===== config.mk =====
export PLATFORM = sky130hd
export DESIGN_NAME = rf_wb_unit_flat
export DESIGN_NICKNAME = d
export VERILOG_FILES = /design/src/rtl/rf_wb_unit_pkg.sv /design/src/rtl/rf_wb_unit_if.sv /design/src/rtl/rf_wb_scoreboard.sv /design/src/rtl/rf_wb_unit.sv /design/src/flat_wrapper.sv
export SDC_FILE = /design/constraint.sdc
export NUM_CORES = 1
export LEC_CHECK = 0
export CAP_MARGIN = 20
export CORE_MARGIN = 3
export CORE_UTILIZATION = 43
export CTS_BUF_LIST = sky130_fd_sc_hd__clkbuf_8
export DETAILED_ROUTE_END_ITERATION = 8
export PLACE_DENSITY = 0.95
export SLEW_MARGIN = 20
export SYNTH_ARGS = -nofsm -noshare
export SYNTH_HDL_FRONTEND = slang
export SYNTH_SLANG_ARGS = --single-unit
export TNS_END_PERCENT = 5

===== constraint.sdc =====
create_clock -name clk -period 4.2 [get_ports clk]
set_clock_uncertainty 0.15 [all_clocks]
set_input_delay 0.42 -clock clk [delete_from_list [all_inputs] [get_ports clk]]
set_output_delay 0.42 -clock clk [all_outputs]
set_load 0.05 [all_outputs]

===== src/rtl/rf_wb_unit_pkg.sv =====
// Shared types for the register-file writeback merge unit.
// Fallback definitions of the CPU_Parameter.vh widths so this slice elaborates standalone.
`ifndef WORD
`define WORD 32
`endif
`ifndef REG_LOG
`define REG_LOG 5
`endif
`ifndef NREG
`define NREG 32
`endif

package rf_wb_unit_pkg;

   localparam int WORD_W   = `WORD;
   localparam int RLOG_W   = `REG_LOG;
   localparam int NREG_DEF = `NREG;

   typedef logic [`WORD-1:0]    word_t;
   typedef logic [`REG_LOG-1:0] reg_idx_t;

   typedef enum logic {
      RR_PREF_B = 1'b0,
      RR_PREF_C = 1'b1
   } rr_state_t;

   typedef enum logic [1:0] {
      SRC_NONE = 2'd0,
      SRC_A    = 2'd1,
      SRC_B    = 2'd2,
      SRC_C    = 2'd3
   } wb_src_t;

   typedef struct packed {
      logic     valid;
      reg_idx_t rd;
      word_t    data;
   } wb_req_t;

   // r0 is hardwired, so a result aimed at it never raises the write enable.
   function automatic logic writes_rf(input wb_req_t req);
      return req.valid && (req.rd != '0);
   endfunction

endpackage


===== src/rtl/rf_wb_unit_if.sv =====
// Producer / issue / register-file-port bundle of the writeback merge unit.
interface rf_wb_unit_if
   import rf_wb_unit_pkg::*;
#(
   parameter int NREG = NREG_DEF
) ();

   logic            a_valid;
   reg_idx_t        a_rd;
   word_t           a_data;
   logic            b_valid;
   logic            b_ready;
   reg_idx_t        b_rd;
   word_t           b_data;
   logic            c_valid;
   logic            c_ready;
   reg_idx_t        c_rd;
   word_t           c_data;
   logic            iss_valid;
   reg_idx_t        iss_rd;
   logic [NREG-1:0] pending;
   logic            RFWrite;
   reg_idx_t        rd;
   word_t           rd_WriteData;

   modport master (
      output a_valid, a_rd, a_data,
      output b_valid, b_rd, b_data,
      output c_valid, c_rd, c_data,
      output iss_valid, iss_rd,
      input  b_ready, c_ready, pending,
      input  RFWrite, rd, rd_WriteData
   );

   modport slave (
      input  a_valid, a_rd, a_data,
      input  b_valid, b_rd, b_data,
      input  c_valid, c_rd, c_data,
      input  iss_valid, iss_rd,
      output b_ready, c_ready, pending,
      output RFWrite, rd, rd_WriteData
   );

endinterface


===== src/rtl/rf_wb_scoreboard.sv =====
// Pending-write bitmap: one bit per register still owned by the mul/div or load unit.
module rf_wb_scoreboard
   import rf_wb_unit_pkg::*;
#(
   parameter int NREG = NREG_DEF
) (
   input  logic            clk,
   input  logic            rst_n,
   input  logic            set_en,
   input  reg_idx_t        set_rd,
   input  logic            clr_en,
   input  reg_idx_t        clr_rd,
   output logic [NREG-1:0] pending
);

   logic [NREG-1:0] set_mask;
   logic [NREG-1:0] clr_mask;
   logic [NREG-1:0] pend_d;

   // Set is applied after clear: a fresh issue supersedes the result retiring this cycle.
   always_comb begin
      set_mask = '0;
      clr_mask = '0;
      for (int i = 1; i < NREG; i++) begin
         set_mask[i] = set_en && (set_rd == reg_idx_t'(i));
         clr_mask[i] = clr_en && (clr_rd == reg_idx_t'(i));
      end
      pend_d    = (pending & ~clr_mask) | set_mask;
      pend_d[0] = 1'b0;
   end

   always_ff @(posedge clk or negedge rst_n) begin
      if (!rst_n) begin
         pending <= '0;
      end else begin
         pending <= pend_d;
      end
   end

endmodule


===== src/rtl/rf_wb_unit.sv =====
// Writeback merge: A (pipeline) has absolute priority, B (mul/div) and C (load) share
// the leftover slots round-robin; the winner is registered onto the register-file write port.
//
// state     | meaning
// RR_PREF_B | mul/div preferred on the next free slot (reset, or after a C transfer)
// RR_PREF_C | load unit preferred on the next free slot (after a B transfer)
module rf_wb_unit
   import rf_wb_unit_pkg::*;
#(
   parameter int NREG = NREG_DEF
) (
   input logic         clk,
   input logic         rst_n,
   rf_wb_unit_if.slave wb
);

   rr_state_t       rr_q;
   rr_state_t       rr_d;
   logic            b_ready_c;
   logic            c_ready_c;
   logic            b_xfer;
   logic            c_xfer;
   wb_src_t         win_src;
   wb_req_t         win;
   logic            rf_write_q;
   reg_idx_t        rd_q;
   word_t           data_q;
   logic [NREG-1:0] pending;

   always_ff @(posedge clk or negedge rst_n) begin
      if (!rst_n) begin
         rr_q <= RR_PREF_B;
      end else begin
         rr_q <= rr_d;
      end
   end

   always_comb begin
      rr_d = rr_q;
      if (b_xfer) begin
         rr_d = RR_PREF_C;
      end else if (c_xfer) begin
         rr_d = RR_PREF_B;
      end
   end

   // Ready never looks at the output register, so producers see a purely combinational grant.
   always_comb begin
      b_ready_c = 1'b0;
      c_ready_c = 1'b0;
      if (!wb.a_valid) begin
         case (rr_q)
            RR_PREF_B: begin
               b_ready_c = wb.b_valid;
               c_ready_c = !wb.b_valid;
            end
            RR_PREF_C: begin
               c_ready_c = wb.c_valid;
               b_ready_c = !wb.c_valid;
            end
         endcase
      end
      b_xfer  = wb.b_valid && b_ready_c;
      c_xfer  = wb.c_valid && c_ready_c;
      win_src = SRC_NONE;
      if (wb.a_valid) begin
         win_src = SRC_A;
      end else if (b_xfer) begin
         win_src = SRC_B;
      end else if (c_xfer) begin
         win_src = SRC_C;
      end
   end

   always_comb begin
      win = '0;
      unique case (win_src)
         SRC_A:    win = '{valid: 1'b1, rd: wb.a_rd, data: wb.a_data};
         SRC_B:    win = '{valid: 1'b1, rd: wb.b_rd, data: wb.b_data};
         SRC_C:    win = '{valid: 1'b1, rd: wb.c_rd, data: wb.c_data};
         SRC_NONE: win = '0;
      endcase
   end

   // Address and data hold when idle so the write port stays quiet across the negedge.
   always_ff @(posedge clk or negedge rst_n) begin
      if (!rst_n) begin
         rf_write_q <= 1'b0;
         rd_q       <= '0;
         data_q     <= '0;
      end else begin
         rf_write_q <= writes_rf(win);
         if (win.valid) begin
            rd_q   <= win.rd;
            data_q <= win.data;
         end
      end
   end

   rf_wb_scoreboard #(
      .NREG (NREG)
   ) u_scoreboard (
      .clk     (clk),
      .rst_n   (rst_n),
      .set_en  (wb.iss_valid),
      .set_rd  (wb.iss_rd),
      .clr_en  (b_xfer || c_xfer),
      .clr_rd  (win.rd),
      .pending (pending)
   );

   assign wb.b_ready      = b_ready_c;
   assign wb.c_ready      = c_ready_c;
   assign wb.pending      = pending;
   assign wb.RFWrite      = rf_write_q;
   assign wb.rd           = rd_q;
   assign wb.rd_WriteData = data_q;

endmodule

===== src/flat_wrapper.sv =====
// flat-port wrapper written by rule: the top's interface ports become plain ports
module rf_wb_unit_flat import rf_wb_unit_pkg::*;
#(
   parameter int NREG = NREG_DEF
)
  (clk, rst_n, wb_a_valid, wb_a_rd, wb_a_data, wb_b_valid, wb_b_rd, wb_b_data, wb_c_valid, wb_c_rd, wb_c_data, wb_iss_valid, wb_iss_rd, wb_b_ready, wb_c_ready, wb_pending, wb_RFWrite, wb_rd, wb_rd_WriteData);
  rf_wb_unit_if #(.NREG(NREG)) wb_i ();
  input logic clk;
  input logic rst_n;
  input wire logic [$bits(wb_i.a_valid)-1:0] wb_a_valid;
  input wire logic [$bits(wb_i.a_rd)-1:0] wb_a_rd;
  input wire logic [$bits(wb_i.a_data)-1:0] wb_a_data;
  input wire logic [$bits(wb_i.b_valid)-1:0] wb_b_valid;
  input wire logic [$bits(wb_i.b_rd)-1:0] wb_b_rd;
  input wire logic [$bits(wb_i.b_data)-1:0] wb_b_data;
  input wire logic [$bits(wb_i.c_valid)-1:0] wb_c_valid;
  input wire logic [$bits(wb_i.c_rd)-1:0] wb_c_rd;
  input wire logic [$bits(wb_i.c_data)-1:0] wb_c_data;
  input wire logic [$bits(wb_i.iss_valid)-1:0] wb_iss_valid;
  input wire logic [$bits(wb_i.iss_rd)-1:0] wb_iss_rd;
  output wire logic [$bits(wb_i.b_ready)-1:0] wb_b_ready;
  output wire logic [$bits(wb_i.c_ready)-1:0] wb_c_ready;
  output wire logic [$bits(wb_i.pending)-1:0] wb_pending;
  output wire logic [$bits(wb_i.RFWrite)-1:0] wb_RFWrite;
  output wire logic [$bits(wb_i.rd)-1:0] wb_rd;
  output wire logic [$bits(wb_i.rd_WriteData)-1:0] wb_rd_WriteData;
  assign wb_i.a_valid = wb_a_valid;
  assign wb_i.a_rd = wb_a_rd;
  assign wb_i.a_data = wb_a_data;
  assign wb_i.b_valid = wb_b_valid;
  assign wb_i.b_rd = wb_b_rd;
  assign wb_i.b_data = wb_b_data;
  assign wb_i.c_valid = wb_c_valid;
  assign wb_i.c_rd = wb_c_rd;
  assign wb_i.c_data = wb_c_data;
  assign wb_i.iss_valid = wb_iss_valid;
  assign wb_i.iss_rd = wb_iss_rd;
  assign wb_b_ready = wb_i.b_ready;
  assign wb_c_ready = wb_i.c_ready;
  assign wb_pending = wb_i.pending;
  assign wb_RFWrite = wb_i.RFWrite;
  assign wb_rd = wb_i.rd;
  assign wb_rd_WriteData = wb_i.rd_WriteData;
  rf_wb_unit #(.NREG(NREG)) u_core (.clk(clk), .rst_n(rst_n), .wb(wb_i));
endmodule

==> flow_metrics.py <==
metrics = {
    "critical_path": {
        "cp.required_ns": 3.63,
        "criticalPathCategory": "input port to output port",
        "cp-startpoint": "wb_c_valid",
        "arrival_ns": 2.40,
        "timing.rr.start": "u_core.rr_q",
        "start_kind": "input port",
        "path_cells": "clkdlybuf4s50_1 > or2b_1 > a21oi_1 > clkdlybuf4s50_1",
        "crit_buf_inv": 2,
        "max_stage_delay_ns": 0.85,
        "crit_family": "buffers and inverters",
        "endpoint_kind": "output port",
        "path_max_fanout": 12,
        "path_common_cell": "clkdlybuf4s50_1",
        "slowest_stage": "clkdlybuf4s50_1",
    },
    "layout": {
        "layout_common_cells": "clkdlybuf4s50_1, o21ai_0, dfrtp_1",
        "diodes": 0,
        "final_cell_area_um2": 5650,
        "syn_to_final_growth_pct": 63.2,
        "drive_gt1_share_pct": 6.51,
        "final_common_cell": "clkdlybuf4s50_1",
        "nets": 655,
        "final_core_utilization_pct": 72.7,
        "fin_cells": 640,
    },
    "yosys": {
        "synth-edff-count": 0,
        "async_reset_ff_share_pct": 100,
        "synth_fp_nets": 471,
        "avgSynthCellArea_um2": 9.92,
        "ys_ff_latch": 70,
        "yosys_warnings": 0,
        "ys.flop_type": "dfrtp_1",
        "synth-seq-area-share_pct": 50.6,
        "syn_inst": 349,
        "synth_area_um2": 3460,
        "synth_cell_types": 38,
    },
    "routing": {
        "avgRoutedWirePerCell_um": 20.3,
        "drt_iter0_markers": 215,
        "via_per_inst": 5.94,
        "drt.antenna.violating_nets": 0,
        "vias": 3799,
        "firstDrtPassIters": 5,
        "drc": 0,
        "drt_wl_total_um": 13000,
    },
    "sta": {
        "tns_ns": 0,
        "period_needed_ns": 2.97,
        "fmax_ghz": 0.337,
        "finalSetupViolations": 0,
        "setup_ws_ns": 1.23,
        "rsz0062_at_grt": "no",
        "slew_viol_final": 0,
        "fin_crit_sh_pct": 70.6,
        "max_slew.worst_pin.slew_ns": 0.770,
        "maxSlewHeadroom_pct": 48.7,
        "hold_viol": 0,
        "holdWs_ns": 0.316,
    },
    "clocking": {
        "cts_setup_buffers": 0,
        "postCtsResizedCells": 0,
        "holdBufCountCts": 0,
        "cts.sinks": 70,
        "cts_made_buffers": 9,
        "clk_latency_ns": 0.34,
        "clk_pin_slew_ns": 0.07,
        "htreeDepth": 3,
        "clockBufferDepth": 2,
        "clock-root-buffer": "clkbuf_8",
        "cts_tree": "done",
    },
    "global_routing": {
        "grt.overflow.total": 0,
        "antenna_found_initial": 0,
        "grt_pass1_wl_um": 19100,
        "grt.busiest_layer": "met2",
        "grt_util_met1_pct": 32.3,
        "use_met3_pct": 7.04,
        "grt_pass1_vias": 3751,
        "grt_max_degree": 84,
        "track_usage_pct": 27.2,
        "grt_use_met2_pct": 46.1,
    },
    "power_and_ir_drop": {
        "p_sw_share_pct": 39.3,
        "power_frac_seq_pct": 34.9,
        "p_sw_mw": 0.956,
        "p_per_area_nw_per_um2": 431,
        "power_frac_clock_pct": 23.9,
        "total_power_mw": 2.43,
        "peakVddDrop_mv": 0.328,
        "internal-power_mw": 1.48,
        "leakagePower_nw": 2.24,
        "pwr-share-comb_pct": 41.2,
    },
    "die": {
        "rows": 32,
        "dieArea_um2": 9160,
        "ios": 194,
        "die_w_um": 95.7,
        "start_util_pct": 44.6,
        "die_h_um": 95.7,
        "core_um2": 7770,
    },
    "placed_design": {
        "place_ws_ns": 1.24,
        "dp.cells": 623,
        "io_buffers": 192,
        "dpl_cell_area_um2": 5420,
        "place_congestion": 0.918,
        "hpwl_um": 9660,
    },
    "outcome": {
        "outcome": "completed",
    },
    "flow_run": {
        "max_cap_viol_count": 0,
    },
    "worst_hold_path": {
        "min_from": "u_core.wb.rd[0]",
        "min-delay-path-class": "flop to flop",
    },
}
==> registers in the layout (all words and copies together) (netlist names) <==
name and flops:
u_core.rr_q 1, u_core.u_scoreboard.pending 31, u_core.wb.RFWrite 1, u_core.wb.rd 5, u_core.wb.rd_WriteData 32
==> worst paths after layout <==
check / end / slack, ns / cells past startpoint
setup / recovery: wb_b_ready / 1.23 / 4
hold reg to reg: u_core.wb.rd[0] / 0.32 / 2
hold / removal: u_core.wb.rd[0] / 0.32 / 2
min in group asynchronous: u_core.wb.rd_WriteData[6] / 0.49 / 2
setup reg to reg: u_core.u_scoreboard.pending[10] / 1.98 / 5
max in group asynchronous: u_core.wb.rd[3] / 2.66 / 3
==> power by group through the flow <==
| stage | registers [mW] | logic [mW] | clock network, mW |
|---|---|---|---|
| final | 0.850 | 1.00 | 0.582 |
| after global routing | 0.859 | 1.05 | 0.619 |
| after detailed placement | 0.854 | 0.999 | 0 |
| after CTS | 0.847 | 1.00 | 0.591 |
| after floorplan | 1.22 | 0.205 | 0 |
| after global placement | 0.853 | 0.978 | 0 |
==> worst reg2reg max path, stage by stage (launching register included) <==
cell and delay (ns):
dfrtp_1 0.45, nand2b_4 0.24, a221oi_1 0.42, o221ai_1 0.41
o21ai_0 0.27, o21ai_0 0.14
==> cell type report <==
class / count / area, µm²
clock buffers: 9 / 124
clock inverters: 7 / 90.1
fillers: 537 / 2120
inverters: 10 / 37.5
multi-input cells: 244 / 1560
flip-flops and latches: 70 / 1750
well taps: 102 / 128
repair buffers: 198 / 1960
==> synth_stat cells (all sizes together), types with 2 or more instances <==
cell | count | area share (%)
a21oi | 9 | 1.3
a221o | 4 | 1.3
a221oi | 6 | 2.7
a22oi | 64 | 14
a32o | 2 | 0.58
and2 | 5 | 0.90
and3 | 2 | 0.36
buf | 15 | 2.5
clkbuf | 10 | 1.1
dfrtp | 70 | 51
inv | 10 | 1.1
nand2 | 16 | 1.7
nand2b | 5 | 1.1
nand3 | 8 | 1.2
nand4 | 6 | 1.1
nor2 | 8 | 0.87
nor2b | 3 | 0.54
nor4 | 3 | 0.54
o211ai | 2 | 0.43
o21ai | 86 | 12
o221ai | 6 | 1.5
==> logic make-up (layout without fill, tap and decap cells) <==
| logic type | after synthesis | in the layout | share of synthesized area (%) |
|---|---|---|---|
| AND/OR/NAND/NOR | 59 | 59 | 9.00 |
| flip-flops | 70 | 70 | 50.6 |
| buffers and inverters | 35 | 224 | 4.63 |
| AO/OA/AOI/OAI | 184 | 184 | 35.7 |
| other | 1 | 1 | 0.108 |
==> layer usage <==
layer  routed length, µm  up-vias
li1                    -     1710
met1                4840     1808
met2                6310      249
met3                1420       32
met4                 403        0
met5                   0        -
Power figures use the tool's default switching activity.
